--- src/rtl/wb_port_arbiter.sv ---
// Merges even/odd write-back into two register-file ports. Registered, 1-cycle latency.
// Backpressure: even pipe never stalls; a same-address odd write waits one cycle in a hold buffer (op_ready low).
module wb_port_arbiter #(
   parameter int DATA_W = 128,
   parameter int ADDR_W = 7,
   parameter int CNT_W  = 16
) (
   input  logic              clock,
   input  logic              reset,
   input  logic              ep_valid,
   input  logic [ADDR_W-1:0] ep_addr,
   input  logic [DATA_W-1:0] ep_data,
   input  logic              op_valid,
   input  logic [ADDR_W-1:0] op_addr,
   input  logic [DATA_W-1:0] op_data,
   output logic              op_ready,
   output logic              rf_ep_wen,
   output logic [ADDR_W-1:0] rf_ep_addr,
   output logic [DATA_W-1:0] rf_ep_data,
   output logic              rf_op_wen,
   output logic [ADDR_W-1:0] rf_op_addr,
   output logic [DATA_W-1:0] rf_op_data,
   output logic [CNT_W-1:0]  conflict_cnt,
   output logic [CNT_W-1:0]  drop_cnt
);

   typedef enum logic {EMPTY, HELD} state_t;

   localparam logic [CNT_W-1:0] CNT_ONE = {{(CNT_W-1){1'b0}}, 1'b1};

   state_t            state, state_nxt;
   logic [ADDR_W-1:0] hold_addr;
   logic [DATA_W-1:0] hold_data;
   logic              op_wen_nxt;
   logic [ADDR_W-1:0] op_addr_nxt;
   logic [DATA_W-1:0] op_data_nxt;
   logic              capture;
   logic              conflict;
   logic              drop;

   always_comb begin
      state_nxt   = state;
      op_wen_nxt  = 1'b0;
      op_addr_nxt = rf_op_addr;
      op_data_nxt = rf_op_data;
      capture     = 1'b0;
      conflict    = 1'b0;
      drop        = 1'b0;
      case (state)
         EMPTY: begin
            if (op_valid) begin
               // The odd result is younger, so on a collision it must land after the even one.
               if (ep_valid && (ep_addr == op_addr)) begin
                  capture   = 1'b1;
                  conflict  = 1'b1;
                  state_nxt = HELD;
               end else begin
                  op_wen_nxt  = 1'b1;
                  op_addr_nxt = op_addr;
                  op_data_nxt = op_data;
               end
            end
         end
         HELD: begin
            state_nxt = EMPTY;
            // A newer even write to the same register makes the held value dead.
            if (ep_valid && (ep_addr == hold_addr)) begin
               drop = 1'b1;
            end else begin
               op_wen_nxt  = 1'b1;
               op_addr_nxt = hold_addr;
               op_data_nxt = hold_data;
            end
         end
         default: state_nxt = EMPTY;
      endcase
   end

   always_ff @(posedge clock or negedge reset) begin
      if (!reset) begin
         state        <= EMPTY;
         op_ready     <= 1'b1;
         hold_addr    <= '0;
         hold_data    <= '0;
         rf_ep_wen    <= 1'b0;
         rf_ep_addr   <= '0;
         rf_ep_data   <= '0;
         rf_op_wen    <= 1'b0;
         rf_op_addr   <= '0;
         rf_op_data   <= '0;
         conflict_cnt <= '0;
         drop_cnt     <= '0;
      end else begin
         state      <= state_nxt;
         op_ready   <= (state_nxt == EMPTY);
         rf_ep_wen  <= ep_valid;
         if (ep_valid) begin
            rf_ep_addr <= ep_addr;
            rf_ep_data <= ep_data;
         end
         rf_op_wen  <= op_wen_nxt;
         rf_op_addr <= op_addr_nxt;
         rf_op_data <= op_data_nxt;
         if (capture) begin
            hold_addr <= op_addr;
            hold_data <= op_data;
         end
         if (conflict && (conflict_cnt != '1))
            conflict_cnt <= conflict_cnt + CNT_ONE;
         if (drop && (drop_cnt != '1))
            drop_cnt <= drop_cnt + CNT_ONE;
      end
   end

endmodule

--- config.mk ---
export PLATFORM = sky130hd
export DESIGN_NAME = wb_port_arbiter
export DESIGN_NICKNAME = d
export VERILOG_FILES = /design/src/rtl/wb_port_arbiter.sv
export SDC_FILE = /design/constraint.sdc
export NUM_CORES = 1
export LEC_CHECK = 0
export ABC_CLOCK_PERIOD_IN_PS = 4100
export CAP_MARGIN = 20
export CORE_AREA = 2 2 224 226
export DETAILED_ROUTE_END_ITERATION = 16
export DIE_AREA = 0 0 226 228
export HOLD_SLACK_MARGIN = 0.06
export PLACE_DENSITY_LB_ADDON = 0.25
export SKIP_CTS_REPAIR_TIMING = 1
export SLEW_MARGIN = 15
export SYNTH_ARGS = -nofsm -noshare
export SYNTH_HDL_FRONTEND = slang
export SYNTH_SLANG_ARGS = --single-unit
export TNS_END_PERCENT = 50
--- constraint.sdc ---
create_clock -name clock -period 4.1 [get_ports clock]
set_input_delay 0.82 -clock clock [delete_from_list [all_inputs] [get_ports clock]]
set_output_delay 0.82 -clock clock [all_outputs]
set_load 0.05 [all_outputs]
; Word level (Yosys, flattened, before mapping)
; Index checks and enable logic that the tools add are counted.
[word_totals]
inputBits = 274
reg_bits = 441
[classes]
reduce_logical = 5
addsub = 2
n_eq_ne = 7
n_bitwise = 2
mux = 18
[op_table]
columns = cell, count
row1 = $mux 128, 3
row2 = $pmux 128 s2, 1
row3 = $add 16x1->16 const B, 2
row4 = $ne 16x16->1 const B, 2
row5 = $mux 7, 3
row6 = $eq 7x7->1, 2
row7 = $pmux 7 s2, 1
row8 = $mux 1, 8
row9 = $ne 2x2->1 const B, 3
row10 = $logic_and 1x1->1, 4
row11 = $pmux 1 s2, 2
row12 = $reduce_and 3->1, 1
row13 = $not 1->1, 2

; Depth between registers and ports, before layout
[logic_depth]
word_depth = 6
ltp_mapped = 8
ltp_nobuf = 6

; Worst setup path before layout
; OpenSTA, ideal clock, no wires.
[synth_timing]
kind = input to register
startpoint = in op_addr[5]
endpoint = reg rf_op_data[114]
path_stages = 8
setup_time_ns = 0.128
path_buffers = 3
required_ns = 3.972
setup_slack_ns = 1.660
t_arrival_ns = 2.312
cell_sequence = xor2_1 nor4_4 nand3_1 o211ai_2 buf_6 buf_8 buf_6 mux2_1
[synth_between]
elab_chain_len = 4
[synth_lines]
columns = element, line
row1 = "start, declared", 14  ; input logic [ADDR_W-1:0] op_addr,
row2 = $eq 7x7->1, 53  ; if (ep_valid && (ep_addr == op_addr)) begin
row3 = $logic_and 1x1->1, 53
row4 = $ne 2x2->1 (no source line), n/a
row5 = $reduce_and 3->1 (no source line), n/a
row6 = "end signal, assigned", 103  ; rf_op_data <= op_data_nxt;
row7 = "end, declared", 22  ; output logic [DATA_W-1:0] rf_op_data,
; No other way between the ends.
; A chain may end at the register's enable or synchronous reset.

; Worst setup path in the final report
[layout_timing]
startpoint = in ep_addr[5]
endpoint = reg rf_op_data[67]
[layout_between]
elab_chain_len = 4
word_cells_on_any_way = 7
[layout_lines]
columns = element, line
row1 = "start, declared", 11  ; input logic [ADDR_W-1:0] ep_addr,
row2 = $eq 7x7->1 (on tied branches), "53, 67"
row3 = $logic_and 1x1->1 (on tied branches), "53, 67"
row4 = $ne 2x2->1 (no source line), n/a
row5 = $reduce_and 3->1 (no source line) *, n/a
; Mark *: on every way between the ends. The rest lies on a longest branch, timed or not.

==> results.yml <==
sta:
  setup_viol: 0
  finalHoldViolCount: 0
  finalCritPeriodShare_pct: 70.4
  tightest_slew_ns: 0.966
  fin_crit_ns: 2.89
  maxSlewViolCount: 0
  slew_headroom_pct: 35.6
  setup_tns_ns: 0
  final.setup_skew_ns: 0.0160
  fmax_mhz: 346
  rsz0062_at_grt: "no"
floorplanning:
  core_area_um2: 49300
  die_h_um: 228
  fp.dieW_um: 226
  initial_core_util_pct: 37.4
  ioPinCount: 579
  rows: 82
  die-area_um2: 51500
cells_and_area:
  instances_no_fill: 2749
  nNetsFinal: 2317
  layout_common_cells: "clkdlybuf4s50_1 (576), dfrtp_1 (439), nand2_1 (414)"
  syn_to_final_growth_pct: 44.2
  final_common_cell: "clkdlybuf4s50_1"
  drive_gt1_share_pct: 22.9
global_route:
  use_met2_pct: 34.7
  use_met3_pct: 6.34
  overflow: 0
  grt_usage_pct: 20.6
  grt_pass1_vias: 13900
  use_met1_pct: 25.1
  grt_max_degree: 136
  busiest_layer: "met2"
  grt_pass1_wl_mm: 82.4
  antenna_found_initial: 4
setup_path:
  startpoint_type: "input pin"
  required_ns: 4.54
  endpoint: "rf_op_data[67]$_DFFE_PN0P_"
  crit_type: "in2reg"
  ff2ff_setup_slack_ns: 1.41
  reg2reg_depth: 6
  regToRegEndpoint: "rf_op_data[67]$_DFFE_PN0P_"
  cp_max_fo: 76
  worstSetupEndpointType: "flop"
  crit_chain: "clkdlybuf4s50_1 > xor2_1 > nor4_4 > nand3_1 > o211ai_4 > buf_12 > mux2_2"
  cp-startpoint: "ep_addr[5]"
  max_stage_delay_ns: 0.52
  crit_arrival_ns: 3.33
  critical_path.slowest_cell: "nor4_4"
  rr_startpoint: "state$_DFF_PN0_"
detailed_routing:
  routed_wl_mm: 53.3
  initialDrtViolationCount: 590
  dr.pass1.iters: 4
  drc: 0
  ant_nets: 0
  dr_total_vias: 13000
  routed_via_density: 4.74
  avgRoutedWirePerCell_um: 19.4
clock_tree:
  cts_buffers: 49
  cts_sinks: 441
  path_clk_slew_ns: 0.06
  clockBufferDepth: 3
  clock_latency_ns: 0.57
  htreeDepth: 2
  root_buffer: "clkbuf_16"
  tritoncts: "done"
yosys:
  synthCells: 1464
  yosys_warnings: 0
  yosysUniqueCellTypes: 31
  syn_area_um2: 18400
  synth.ff_latch_count: 441
  yosysSeqAreaShare_pct: 59.9
  syn_avg_cell_area_um2: 12.6
  syn-num-nets: 1740
power_and_ir_drop:
  p_leak_nw: 11.8
  powerDensity_nw_per_um2: 446
  max-vdd-ir-drop_mv: 0.315
placement:
  port_buffers: 578
  place_hpwl_mm: 37.6
  gp_congestion: 0.815
  dp.cells: 2662
run:
  maxCapViolations: 0
status:
  status: "completed"
hold_path:
  hp-class: "in2async"
[critical path: cells and delay by family]
kind / cells / cell delay (ns)
buf+inv: 2 / 0.86
simple gates: 2 / 0.73
mux: 1 / 0.40
xor+xnor: 1 / 0.21
compound gates: 1 / 0.16
[worst min path at each step]
stage | slack (ns) | startpoint | cells after the start | endpoint
after global placement | 0.44 | hold_data[76]$_DFFE_PN0P_ | 2 | hold_data[76]$_DFFE_PN0P_
after CTS | 0.32 | reset | 1 | rf_op_data[110]$_DFFE_PN0P_
final | 0.23 | reset | 1 | rf_op_data[110]$_DFFE_PN0P_
after floorplan | 0.43 | hold_data[0]$_DFFE_PN0P_ | 2 | hold_data[0]$_DFFE_PN0P_
after detailed placement | 0.45 | hold_data[61]$_DFFE_PN0P_ | 2 | hold_data[61]$_DFFE_PN0P_
after global routing | 0.32 | reset | 1 | rf_op_data[110]$_DFFE_PN0P_
[metrics by stage]
| stage | instance area [um2] | power (W) | utilization (%) | setup WS (ns) | hold slack [ns] |
|---|---|---|---|---|---|
| after floorplan | 18400 | 0.00646 | - | 1.66 | 0.433 |
| after global placement | 25000 | 0.00756 | 50.6 | 0.660 | 0.443 |
| after detailed placement | 25000 | 0.00761 | 50.6 | 0.633 | 0.452 |
| after CTS | 26600 | 0.0120 | 53.8 | 1.21 | 0.323 |
| after global routing | 26600 | 0.0123 | 53.9 | 1.13 | 0.322 |
| final | 26600 | 0.0118 | 53.9 | 1.21 | 0.226 |
[where the power goes]
part           internal (W)  switching, W  total [W]
clock network       0.00261       0.00172    0.00433
logic               0.00103       0.00154    0.00257
registers           0.00474      0.000205    0.00495
total               0.00838       0.00347     0.0118
[metal layers]
metal  vias up  share of wire (%)  wire [um]
met5         -                  0          0
met4         0                2.5       1310
met3        75                7.7       4110
met2       380                 49      26300
met1      6519                 40      21500
li1       6068                  -          -
[synth_stat cells, drive strengths merged]
master	n	share of area (%)
dfrtp	440	60
nand3b	2	0.081
nand4	11	0.37
ha	2	0.14
nor3b	2	0.081
dfstp	1	0.14
nand2	415	8.4
nor4b	1	0.048
or4	2	0.081
nor2	15	0.31
o211ai	1	0.068
mux2	409	25
or2	1	0.034
xor2	33	1.6
clkbuf	34	0.69
nand2b	1	0.034
buf	41	1.4
nor3	8	0.22
nand3	15	0.43
inv	9	0.18
nor4	11	0.49
xnor2	9	0.43
and2	1	0.034
[kinds of logic (layout without fill, tap and decap cells)]
group / count (synthesis) / count (layout) / share of synthesized area (%)
AO/OA/AOI/OAI: 1 / 1 / 0.0679
multiplexers: 409 / 409 / 25.0
adder cells (fa/ha/maj): 2 / 2 / 0.136
XOR/XNOR: 42 / 42 / 2.00
AND/OR/NAND/NOR: 485 / 485 / 10.7
buffers and inverters: 84 / 693 / 2.29
flip-flops: 441 / 441 / 59.9
other: 0 / 4 / 0
[cell type report]
cell class / count / area [um2]
fill: 4241 / 22800
sequential: 441 / 11000
multi-input combinational: 939 / 7000
timing repair buffer: 601 / 6080
clock buffer: 72 / 1450
tap: 672 / 841
clock inverter: 11 / 136
inverter: 9 / 33.8
antenna: 4 / 10.0
[registers in the layout (all words and copies together) (netlist names)]
register / flops
rf_op_addr: 7
rf_op_data: 128
conflict_cnt: 16
rf_op_wen: 1
op_ready: 1
rf_ep_addr: 7
rf_ep_wen: 1
state: 1
hold_data: 128
hold_addr: 7
drop_cnt: 16
rf_ep_data: 128
Power figures use the tool's default switching activity.
